--- src/rtl/regfile_pkg.sv ---
// Shared types, default sizes and helpers for the register file slice.
package regfile_pkg;

  localparam int unsigned DEF_DATA_W   = 32;
  localparam int unsigned DEF_NUM_REGS = 32;

  // Bulk-clear engine states
  typedef enum logic {
    RF_IDLE  = 1'b0,
    RF_CLEAR = 1'b1
  } rf_state_e;

  // True when addr names the hardwired-zero register
  function automatic logic is_zero_reg(input int unsigned addr, input int unsigned zero_reg);
    return (zero_reg != 0) && (addr == 0);
  endfunction

endpackage

--- src/rtl/regfile_scoreboard.sv ---
// Pending-write scoreboard: one busy bit per architectural register.
module regfile_scoreboard
  import regfile_pkg::*;
#(
  parameter int unsigned NUM_REGS = DEF_NUM_REGS,
  parameter int unsigned ADDR_W   = $clog2(NUM_REGS),
  parameter int unsigned ZERO_REG = 1
) (
  input  logic                clk,
  input  logic                reset,
  input  logic                clr_active,
  input  logic [ADDR_W-1:0]   clr_idx,
  input  logic                rsv_en,
  input  logic [ADDR_W-1:0]   rsv_addr,
  input  logic                wr_en,
  input  logic [ADDR_W-1:0]   wr_addr,
  output logic [NUM_REGS-1:0] busy
);

  logic [NUM_REGS-1:0] busy_d;

  // Clear engine owns the vector while active; otherwise a reservation beats a retire
  always_comb begin
    busy_d = busy;
    if (clr_active) begin
      busy_d[clr_idx] = 1'b0;
    end else begin
      if (wr_en) busy_d[wr_addr] = 1'b0;
      if (rsv_en && !is_zero_reg(32'(rsv_addr), ZERO_REG)) busy_d[rsv_addr] = 1'b1;
    end
  end

  // Busy vector register
  always_ff @(posedge clk or posedge reset) begin
    if (reset) busy <= '0;
    else       busy <= busy_d;
  end

endmodule

--- src/rtl/regfile_sb.sv ---
// Multi-port register file with write bypass, scoreboard and sequenced bulk clear.
module regfile_sb
  import regfile_pkg::*;
#(
  parameter int unsigned DATA_W   = DEF_DATA_W,
  parameter int unsigned NUM_REGS = DEF_NUM_REGS,
  parameter int unsigned ADDR_W   = $clog2(NUM_REGS),
  parameter int unsigned NUM_RD   = 2,
  parameter int unsigned ZERO_REG = 1
) (
  input  logic                          clk,
  input  logic                          reset,
  input  logic [NUM_RD-1:0][ADDR_W-1:0] rd_addr,
  output logic [NUM_RD-1:0][DATA_W-1:0] rd_data,
  output logic [NUM_RD-1:0]             rd_busy,
  input  logic                          wr_en,
  input  logic [ADDR_W-1:0]             wr_addr,
  input  logic [DATA_W-1:0]             wr_data,
  input  logic                          rsv_en,
  input  logic [ADDR_W-1:0]             rsv_addr,
  input  logic                          clr_req,
  output logic                          clr_busy
);

  rf_state_e           state_q, state_d;
  logic [ADDR_W-1:0]   idx_q, idx_d;
  logic                clearing;
  logic                wr_ok;
  logic [NUM_RD-1:0]   hit;
  logic [NUM_REGS-1:0] busy;
  logic [DATA_W-1:0]   regs [NUM_REGS];

  assign clearing = (state_q == RF_CLEAR);
  // A write lands (and bypasses) only outside a clear and not to the zero register
  assign wr_ok = wr_en && !clearing && !is_zero_reg(32'(wr_addr), ZERO_REG);

  // Clear engine next state: sweep idx from 0 to NUM_REGS-1, one register per cycle
  always_comb begin
    state_d = state_q;
    idx_d   = idx_q;
    case (state_q)
      RF_IDLE: begin
        if (clr_req) begin
          state_d = RF_CLEAR;
          idx_d   = '0;
        end
      end
      RF_CLEAR: begin
        idx_d = idx_q + ADDR_W'(1);
        if (idx_q == ADDR_W'(NUM_REGS - 1)) state_d = RF_IDLE;
      end
      default: state_d = RF_IDLE;
    endcase
  end

  // Clear engine state, index and registered busy flag
  always_ff @(posedge clk or posedge reset) begin
    if (reset) begin
      state_q  <= RF_IDLE;
      idx_q    <= '0;
      clr_busy <= 1'b0;
    end else begin
      state_q  <= state_d;
      idx_q    <= idx_d;
      clr_busy <= (state_d == RF_CLEAR);
    end
  end

  // Data array: clear sweep has priority, writes dropped while it runs
  always_ff @(posedge clk or posedge reset) begin
    if (reset) begin
      for (int unsigned i = 0; i < NUM_REGS; i++) regs[i] <= '0;
    end else if (clearing) begin
      regs[idx_q] <= '0;
    end else if (wr_ok) begin
      regs[wr_addr] <= wr_data;
    end
  end

  regfile_scoreboard #(
    .NUM_REGS (NUM_REGS),
    .ADDR_W   (ADDR_W),
    .ZERO_REG (ZERO_REG)
  ) u_scoreboard (
    .clk        (clk),
    .reset      (reset),
    .clr_active (clearing),
    .clr_idx    (idx_q),
    .rsv_en     (rsv_en),
    .rsv_addr   (rsv_addr),
    .wr_en      (wr_en),
    .wr_addr    (wr_addr),
    .busy       (busy)
  );

  // Read muxes with same-cycle writeback bypass; a retiring write reads as not busy
  always_comb begin
    hit     = '0;
    rd_data = '0;
    rd_busy = '0;
    for (int unsigned p = 0; p < NUM_RD; p++) begin
      hit[p] = wr_ok && (wr_addr == rd_addr[p]);
      if (is_zero_reg(32'(rd_addr[p]), ZERO_REG)) rd_data[p] = '0;
      else if (hit[p])                           rd_data[p] = wr_data;
      else                                       rd_data[p] = regs[rd_addr[p]];
      rd_busy[p] = busy[rd_addr[p]] & ~hit[p];
    end
  end

endmodule
--- config.mk ---
export PLATFORM = sky130hd
export DESIGN_NAME = regfile_sb
export DESIGN_NICKNAME = d
export VERILOG_FILES = /design/src/rtl/regfile_pkg.sv /design/src/rtl/regfile_scoreboard.sv /design/src/rtl/regfile_sb.sv
export SDC_FILE = /design/constraint.sdc
export NUM_CORES = 2
export LEC_CHECK = 0
export ABC_AREA = 1
export ABC_CLOCK_PERIOD_IN_PS = 57300
export CORE_MARGIN = 2
export CORE_UTILIZATION = 35
export CTS_CLUSTER_SIZE = 28
export DETAILED_ROUTE_END_ITERATION = 7
export HOLD_SLACK_MARGIN = 0.06
export PLACE_DENSITY = 0.47
export SLEW_MARGIN = 20
export SYNTH_ARGS = -nofsm -noshare
export SYNTH_HDL_FRONTEND = slang
export SYNTH_HIERARCHICAL = 1
export SYNTH_SLANG_ARGS = --single-unit
export TNS_END_PERCENT = 30
--- constraint.sdc ---
create_clock -name clk -period 57.3 [get_ports clk]
set_input_delay 11.46 -clock clk [delete_from_list [all_inputs] [get_ports clk]]
set_output_delay 11.46 -clock clk [all_outputs]
set_load 0.005 [all_outputs]
* Word level (Yosys, flattened, before mapping) *
Cells that the tools add are included.

storage, ports and cells
  register bits = 1062
  latch bits = 0
  memory bits (writable) = 0
  memory bits (read-only) = 0
  bits of input ports = 57
  logic and storage cells = 124
  memories kept = 0

cells by class
  add/subtract/negate cells = 1
  multiply operators = 0
  div/mod/pow operators = 0
  magnitude comparators = 14
  eq/ne operators = 4
  shifts and indexed selects = 0
  multiplexer cells = 36
  bitwise operators = 16
  reductions and logical operators = 18

operators with widths
  cell                                                                                  count
  1024-bit 2-to-1 mux                                                                   2
  1024-bit AND                                                                          1
  1024-bit bitwise mux                                                                  1
  1024-bit inverter                                                                     1
  32-bit 2-to-1 mux                                                                     14
  32-bit binary-select mux with 5-bit select                                            2
  32-bit demux with 5-bit select                                                        2
  32-bit AND                                                                            2
  32-bit inverter                                                                       2
  32-bit OR                                                                             1
  5-bit by 6-bit less-than comparator with 1-bit output (second input constant)         5
  6-bit greater-or-equal comparator (second input constant)                             4
  5-bit inverter with 6-bit output                                                      4
  5-bit zero test                                                                       4
  1-bit demux with 5-bit select                                                         3
  5-bit by 1-bit greater-or-equal comparator with 1-bit output (second input constant)  3
  6-bit by 1-bit less-than comparator with 1-bit output (second input constant)         2
  1-bit binary-select mux with 5-bit select                                             2
  5-bit equality test                                                                   2
  1-bit logical AND                                                                     10
  5-bit one-hot mux with 2 select lines                                                 1
  1-bit 2-to-1 mux                                                                      7
  5-bit by 1-bit adder with 5-bit output (second input constant)                        1
  5-bit equality test (second input constant)                                           1
  7 further kinds                                                                       12

* Longest topological paths before layout *
  depth in word-level cells = 11
  gate-level depth with buffers = 13

* By module *
The synthesis kept the hierarchy.

by module, submodules not included
  module              times used  cells an instance  area an instance (um2)  seq. area each (um2)
  regfile_sb          1           8264               58922.8                 25774.7
  regfile_scoreboard  1           328                2088.3                  800.8

* Worst setup path after synthesis *
Ideal clock, no wire load.

  path type = input-to-output
  start point = in rd_addr[8] in the netlist's numbering
  end point = out rd_data[34] in the netlist's numbering
  arrival = 12.812 ns
  data required time = 45.840 ns
  setup slack = 33.028 ns
  stages = 7
  path buffers = 2
  path through = clkbuf_1 xnor2_1 nand3_1 nor3_1 nand2_1 clkbuf_1 a21oi_1

RTL lines
  item                line              source
  start: declaration  regfile_sb.sv:13  input logic [NUM_RD-1:0][ADDR_W-1:0] rd_addr,
  end: declaration    regfile_sb.sv:14  output logic [NUM_RD-1:0][DATA_W-1:0] rd_data,

==> run summary <==
worst path cell trace: buf_8 > inv_8 > buf_4 > buf_4 > buf_4 > nand2_1 > nand3_1 > nand3_1 > nand2_1 > nand2_1 > nand2_1 > nand2_1 > nand2_1 > a21oi_1 > clkdlybuf4s50_1
gr ovfl total: 0
CTS resizes: 0
fin cells: 10700
die width: 422 um
Antenna Nets Post-Route: 0
nature of the critical path endpoint: output pin
GPL Wtd Cong: 0.869
post-CTS setup buffer count: 0
Vias/cell: 6.01
Cell Int Power: 1.49 mW
CTS Buffer Depth: 3
area of the multi-input gates: 0.0273 mm^2
Clock power frac: 36.8%
Yosys top cell by area: dfrtp_1
CTS Root Cell: clkbuf_16
Slew @ Worst Pin: 1.15 ns
pin count of the biggest net entering global routing: 180
Seq cells post-synth: 1062
Synth top cells by count: 2281 x nand2_1, 1617 x nand3_1, 1118 x inv_1, 1062 x dfrtp_1, 959 x o22ai_1
Final Hold Viols: 0
core area: 0.173 mm^2
RSZ-0062 raised after global routing: no
I/O Buffers: 123
worst hold slack: 0.465 ns
sequential fraction of the synthesis area: 43.6%
Post-CTS Hold Buffers: 0
Syn Inst Count: 8592
fill count: 18200
row count: 153
FF+latch area: 0.0266 mm^2
Max stage delay on crit path: 0.91 ns
Die Ht: 422 um
final worst-path cycle share: 49.0%
CP startpoint kind: input port
H-tree depth: 4
slew margin rel.: 23.4%
cell mode on critical path: nand2_1
static leakage: 34.0 nW
Synth Flop Type: dfrtp_1
most common cell in the netlist: nand2_1
worst skew pair latency: 0.80 ns
first-pass GRT wire length: 454000 um
CTS tree: done
setup TNS: 0 ns
final setup margin: 29.20 ns
GRT Overall Usage: 34.8%
Yosys top cell area share: 43.6%
CP max-delay cell: buf_4
CTS Buf Count: 135
synthesized cell area: 0.0610 mm^2
Initial Util: 35.2%
Setup violations, final: 0
WP data arrival: 16.64 ns
count of pins over their slew limit: 0
fraction of final layout cells sized beyond drive strength 1: 5.88%
die footprint: 0.178 mm^2
Sw Share: 35.8%
hold crit path type: flip-flop to flip-flop
met1 Use GR: 46.6%
clk sink count: 1062
top cells by area, synth: dfrtp_1 44%, nand2_1 14%, nand3_1 13%
P per Cell Area: 34.1 mW/mm^2
DR DRC count: 0
vias in the first global route: 61200
clock-pin transition on the worst setup and hold timing paths: 0.05 ns
WL per Instance: 29.7 um
drt total wl: 317000 um
minimum clock period: 28.10 ns
Core Util, Final: 39.3%
GR Util met3: 6.94%
pre-CTS setup slack: 29.41 ns
syn avg cell area: 7.10 um^2
Ports: 124
number of enable flip-flop cells after synthesis: 0
Ys Warns: 6
Setup Skew: 0.0303 ns
status: finished clean
WP data required: 45.84 ns
Crit Path Max Fanout: 111
Max Freq: 35.6 MHz
detailed placer's ending HPWL: 171000 um
cell total after placement: 10500
GR Util met2: 52.3%
syn nets: 8654
Comb pwr share: 25.2%
Flop pwr share: 38.0%
GR peak layer: met2
FFs w/ async S/R, synth: 100%
Layout area overhead: 11.7%
Unique masters post-synth: 28
number of DRC markers in iteration 0: 8583
initial antenna violation count: 11
Crit Path Category: input port to output pin
maximum VDD drop: 0.0333 mV
Psw: 830 uW
via count: 64300
first drt pass iteration count: 6
Max Cap Violations: 0
Final #Nets: 8333
-- worst paths after layout --
check                           start                   end  slack (ns)  cells after the start
setup / recovery           rd_addr[5]           rd_data[53]       29.20                     15
hold / removal             regs[1014]            regs[1014]        0.46                      2
setup reg to reg             clearing              regs[56]       53.66                      6
hold reg to reg            regs[1014]            regs[1014]        0.46                      2
max in group asynchronous       reset             regs[954]       42.94                      5
min in group asynchronous       reset  u_scoreboard/busy[1]       11.23                      3
-- cells by family (layout without fill, tap and decap cells) --
logic type | count (synthesis) | after routing | synth area share, %
AOI/OAI and AO/OA | 1534 | 1534 | 15.4
xor gates and xnor gates | 8 | 8 | 0.115
adders and majority gates | 5 | 5 | 0.103
buffers and inverters | 1896 | 1674 | 12.1
DFF | 1062 | 1062 | 43.6
other | 0 | 3 | 0
and+or+nand+nor | 4087 | 4087 | 28.7
-- cell usage in the layout (no fill, tap or decap), types with 6 or more instances in the layout --
| cell | synthesis | routed |
|---|---|---|
| nand2_4 | 0 | 10 |
| o21ai_0 | 208 | 208 |
| buf_12 | 0 | 10 |
| xnor2_1 | 6 | 6 |
| buf_4 | 4 | 175 |
| nand2_1 | 2281 | 2223 |
| nor3_1 | 17 | 16 |
| nand2_2 | 7 | 55 |
| clkbuf_8 | 0 | 26 |
| nor2_1 | 143 | 139 |
| a21oi_1 | 137 | 137 |
| inv_2 | 10 | 7 |
| dfrtp_1 | 1062 | 1061 |
| clkbuf_1 | 513 | 43 |
| inv_1 | 1118 | 1113 |
| o211ai_1 | 214 | 214 |
| clkdlybuf4s50_1 | 0 | 113 |
| nand3_1 | 1617 | 1617 |
| o22ai_1 | 959 | 959 |
| or2_2 | 10 | 10 |
| inv_6 | 0 | 7 |
| clkbuf_16 | 0 | 142 |
| o21ai_1 | 13 | 13 |
| clkinv_2 | 0 | 18 |
-- final cells by class --
cell class | instances | share of cell area (%)
multi-input combinational | 5634 | 40.1
sequential | 1062 | 39.0
inverter | 1132 | 6.31
clock buffer | 211 | 5.97
tap | 2325 | 4.27
timing repair buffer | 306 | 4.05
clock inverter | 25 | 0.334
antenna | 3 | 0.0110
-- sequential cells by signal, summed over array words and instances (netlist names) --
signal	count
regs	1024
u_scoreboard/busy	32
idx_q	5
clearing	1
-- worst max-delay path: cells and delay by family --
family,cells,cell delay [ns]
compound gates,1,0.12
simple gates,8,0.78
buf+inv,6,4.01
-- per-stage QoR --
step	total power [mW]	instance area, um^2
after global routing	2.41	68200
after global placement	1.46	63800
after CTS	2.31	68100
after detailed placement	1.46	63800
final	2.32	68200
after floorplan	1.24	61000
-- power by group through the flow --
stage	combinational, mW	sequential, mW	clock (mW)
5_1_grt	0.626	0.891	0.894
4_1_cts	0.569	0.880	0.864
6_report	0.585	0.882	0.855
2_1_floorplan	0.352	0.884	0
3_5_place_dp	0.567	0.893	0
3_3_place_gp	0.565	0.892	0
-- layer usage --
metal	vias to the layer above	wire, um
met2	3870	137000
li1	27900	-
met1	31600	129000
met5	-	39
met3	870	31100
met4	6	20400
(Power assumes the default switching activity.)
